## src/rtl/register_file.sv

```systemverilog
// Architectural register file with per-register rename tags, two combinational read ports and one commit port.
// Optional RF_COMMIT_BYPASS_EN forwards a matching same-cycle commit onto the read ports.
module register_file #(
    parameter int unsigned ROB_WIDTH = 4
) (
    input  logic                 clk_in,
    input  logic                 rst_in,
    input  logic                 rdy_in,
    input  logic                 clr_in,
    input  logic                 issue_ready,
    input  logic [4:0]           issue_rd_id,
    input  logic [ROB_WIDTH-1:0] issue_rob_index,
    input  logic [4:0]           iu_rs1_id,
    output logic [31:0]          rf_to_iu_val1,
    output logic [ROB_WIDTH-1:0] rf_to_iu_rs1_depend,
    input  logic [4:0]           iu_rs2_id,
    output logic [31:0]          rf_to_iu_val2,
    output logic [ROB_WIDTH-1:0] rf_to_iu_rs2_depend,
    input  logic                 rob_to_rf_ready,
    input  logic [4:0]           rob_to_rf_reg_id,
    input  logic [31:0]          rob_to_rf_reg_val,
    input  logic [ROB_WIDTH-1:0] rob_to_rf_rob_index
);

    localparam int unsigned XLEN = 32;
    localparam int unsigned NREG = 32;

    logic [NREG-1:0][XLEN-1:0]      val_q;
    logic [NREG-1:0][ROB_WIDTH-1:0] dep_q;

    logic commit_en;
    logic issue_en;

    assign commit_en = rdy_in & rob_to_rf_ready & (rob_to_rf_reg_id != 5'd0);
    assign issue_en  = rdy_in & issue_ready & ~clr_in & (issue_rd_id != 5'd0);

    // Later assignments win: flush clears every tag, a fresh issue tag overrides a commit clear.
    always_ff @(posedge clk_in or posedge rst_in) begin
        if (rst_in) begin
            val_q <= '0;
            dep_q <= '0;
        end else begin
            if (commit_en) begin
                val_q[rob_to_rf_reg_id] <= rob_to_rf_reg_val;
                if (dep_q[rob_to_rf_reg_id] == rob_to_rf_rob_index) begin
                    dep_q[rob_to_rf_reg_id] <= '0;
                end
            end
            if (rdy_in && clr_in) begin
                dep_q <= '0;
            end
            if (issue_en) begin
                dep_q[issue_rd_id] <= issue_rob_index;
            end
        end
    end

    // Read port 1
    always_comb begin
        rf_to_iu_val1       = val_q[iu_rs1_id];
        rf_to_iu_rs1_depend = dep_q[iu_rs1_id];
        if (iu_rs1_id == 5'd0) begin
            rf_to_iu_val1       = '0;
            rf_to_iu_rs1_depend = '0;
        end
`ifdef RF_COMMIT_BYPASS_EN
        if (commit_en && (rob_to_rf_reg_id == iu_rs1_id) &&
            (dep_q[iu_rs1_id] == rob_to_rf_rob_index)) begin
            rf_to_iu_val1       = rob_to_rf_reg_val;
            rf_to_iu_rs1_depend = '0;
        end
`endif
    end

    // Read port 2
    always_comb begin
        rf_to_iu_val2       = val_q[iu_rs2_id];
        rf_to_iu_rs2_depend = dep_q[iu_rs2_id];
        if (iu_rs2_id == 5'd0) begin
            rf_to_iu_val2       = '0;
            rf_to_iu_rs2_depend = '0;
        end
`ifdef RF_COMMIT_BYPASS_EN
        if (commit_en && (rob_to_rf_reg_id == iu_rs2_id) &&
            (dep_q[iu_rs2_id] == rob_to_rf_rob_index)) begin
            rf_to_iu_val2       = rob_to_rf_reg_val;
            rf_to_iu_rs2_depend = '0;
        end
`endif
    end

endmodule

```

## config.mk

```make
export PLATFORM = sky130hd
export DESIGN_NAME = register_file
export DESIGN_NICKNAME = d
export VERILOG_FILES = /design/src/rtl/register_file.sv
export SDC_FILE = /design/constraint.sdc
export NUM_CORES = 2
export LEC_CHECK = 0
export CORE_ASPECT_RATIO = 1.2
export CORE_MARGIN = 2
export CORE_UTILIZATION = 45
export CTS_CLUSTER_SIZE = 24
export DETAILED_ROUTE_END_ITERATION = 7
export GPL_ROUTABILITY_DRIVEN = 0
export GPL_TIMING_DRIVEN = 0
export MAX_ROUTING_LAYER = met4
export SLEW_MARGIN = 20
export SYNTH_ARGS = -nofsm -noshare
export SYNTH_HDL_FRONTEND = slang
export SYNTH_SLANG_ARGS = --single-unit
```

## constraint.sdc

```tcl
create_clock -name clk_in -period 37.2 [get_ports clk_in]
set_clock_uncertainty 0.15 [all_clocks]
set_input_delay 3.72 -clock clk_in [delete_from_list [all_inputs] [get_ports clk_in]]
set_output_delay 3.72 -clock clk_in [all_outputs]
set_load 0.005 [all_outputs]
```

==> flow_summary.toml <==
[grt]
gr-total-overflow = 0
grt_pass1_vias = 44100
grt.total_usage = 0.326
grt_pass1_wl_mm = 325
antenna_found_initial = 4
grt_max_degree = 101

[yosys]
yosysTopAreaCell = "dfrtp_1"
ys_top_cells_by_area = "dfrtp_1 45%, mux4_2 25%, mux2_2 17%"
synth-main-ff-cell = "dfrtp_1"
synth_top_family_by_area = "multiplexers"
async_reset_ff_frac = 1.00
synth-seq-area-share = 0.451
synth_common_cells = "1152 x dfrtp_1, 992 x mux2_2, 720 x mux4_2"
synthAdderAreaFrac = 0
synth_simple_gate_area_frac = 0.0366
ys_warn_count = 0
yosysUniqueCellTypes = 43
synth_most_common_cell = "dfrtp_1"
netlist_area_um2 = 63900
synthXorXnorAreaFrac = 0.000783
syn_inst = 4246
synth_top_area_share = 0.451
syn_nets = 4312
synth_compound_area_frac = 0.0302
synth.mux.area_fraction = 0.450
yosys_register_bits = 1152
syn_avg_cell_area_um2 = 15.1
synth_edf_count = 0

[die]
die_x_um = 348
core_um2 = 141000
die_h_um = 417
start_util = 0.453
io_pins = 138
die_area_um2 = 145000
rows = 151

[worst_setup_path]
timing.rr.start = "dep_q[30]$_DFF_PP0_"
cp_max_fo = 10
cp-end-kind = "primary output"
cp_data_required_time_ns = 33.33
cp.arrival_ns = 8.30
worstSetupPathType = "input port to primary output"
r2r-end = "dep_q[126]$_DFF_PP0_"
start_kind = "input port"
ff2ff_path_depth = 9
worst-r2r-setup-slack_ns = 33.87

[sta]
fin_tns_setup_ns = 0
holdWs_ns = 0.327
worstMarginPinSlew_ns = 1.33
period_minus_slack_ns = 12.17
hold_viol = 0
fmax_mhz = 82.1
fin_crit_sh = 0.327
rsz0062_at_grt = "false"
slew_headroom = 0.114
setup_viol = 0
drv_slew = 0

[cells_and_area]
nFillCells = 11800
fin_nets = 4599
drive_above_1_share = 0.468
areaGrowthSynthToFinish_pct = 13.8

[routing]
viasPerCell = 6.71
wl_per_cell_um = 34.9
drt_first_iter_violations = 4558
vias = 43500
drtPass1Iterations = 8
drc_errors = 0
ant_nets = 0
wl_mm = 226

[clocking]
cts_hold_buf = 0
clock_sinks = 1152
postCtsSetupBuffers = 0
clock_latency_ns = 0.79
clkTransAtPathRegs_ns = 0.06
cts_tree = "yes"
post_cts_resized = 0
numCtsBuffers = 130
clockBufferDepth = 3
htree_levels = 4
cts_root_buf = "clkbuf_16"

[job]
drv_cap = 0

[place]
dp_hpwl_mm = 162
port_buffers = 126

[hold_path]
whs_endpoint = "val_q[27]$_DFFE_PP0P_"
hold_depth = 1
hold_path_class = "flip-flop to flip-flop"
hp-start = "val_q[27]$_DFFE_PP0P_"

[power_and_ir_drop]
p_per_area_nw_per_um2 = 49.8
leakage_nw = 31.3
ir_drop_mv = 0.0479

[outcome]
outcome = "completed"
-- stage by stage --
stage               setup slack [ns]  instances  area [um^2]  total power (W)  utilization
floorplan                      0.884       4246        63900          0.00202            -
global placement              -13.89       6208        67500          0.00225        0.478
detailed placement             25.24       6235        68200          0.00227        0.483
CTS                            25.23       6469        72700          0.00363        0.515
global route                   25.18       6472        72700          0.00375        0.515
finish                         25.03       6481        72700          0.00363        0.515
-- worst max-delay path, stage by stage --
cell and delay (ns):
clkbuf_1 0.91, clkbuf_1 0.75, clkbuf_1 0.96, mux4_2 0.43, mux4_2 0.51, mux2i_1 0.43
nor2_1 0.10, clkdlybuf4s50_1 0.46
-- cell type report --
class	count	area, um^2	share of cell area
antenna	10	25.0	0.000344
sequential	1152	28800	0.396
inverter	1	11.3	0.000155
clock inverter	43	637	0.00875
buffer	481	2090	0.0287
timing repair buffer	155	1870	0.0257
clock buffer	191	3860	0.0530
multi-input combinational	2612	33100	0.455
tap	1836	2300	0.0316
-- power by group --
group | internal [W] | total, W | switching (W) | leakage (nW)
sequential | 0.00142 | 0.00155 | 0.000137 | 14.9
clock | 0.000812 | 0.00137 | 0.000558 | 2.21
combinational | 0.000389 | 0.000703 | 0.000314 | 14.2
total | 0.00262 | 0.00363 | 0.00101 | 31.3
-- state kept, by name, indices dropped and copies added (netlist names) --
| name | flops |
|---|---|
| dep_q | 128 |
| val_q | 1024 |
-- cells by family after synthesis --
family | Yosys count
mux | 1848
flops | 1152
compound gates | 274
buf+inv | 482
xor+xnor | 4
simple gates | 486
-- metal layers --
layer / track usage / share of wire
met3: 0.0728 / 0.078
met2: 0.503 / 0.48
met1: 0.404 / 0.39
met5: - / 0
met4: 0.169 / 0.061
-- worst max-delay path by stage --
stage,depth (start not counted),startpoint,end
global route,8,iu_rs2_id[1],rf_to_iu_val2[12]
global placement,2,rst_in,val_q[175]$_DFFE_PP0P_
finish,8,iu_rs2_id[1],rf_to_iu_val2[13]
floorplan,1,rst_in,dep_q[0]$_DFF_PP0_
CTS,8,iu_rs1_id[1],rf_to_iu_val1[13]
detailed placement,8,iu_rs1_id[1],rf_to_iu_val1[13]
-- cells in the final DEF, fill, tap and decap left out, types with 18 or more instances in the layout --
cell / instances
clkbuf_1: 326
o21ai_0: 68
nand3_1: 117
mux2i_1: 136
nor3_1: 53
clkbuf_2: 35
mux4_2: 720
buf_2: 113
mux2_2: 992
o31ai_2: 35
clkbuf_16: 134
nor2_1: 127
buf_1: 21
o22ai_1: 32
clkdlybuf4s50_1: 126
nand2_1: 99
a21oi_1: 66
clkinv_2: 18
a32oi_1: 52
clkbuf_8: 29
dfrtp_1: 1152
Note: power is estimated with default switching activity, not from simulation.
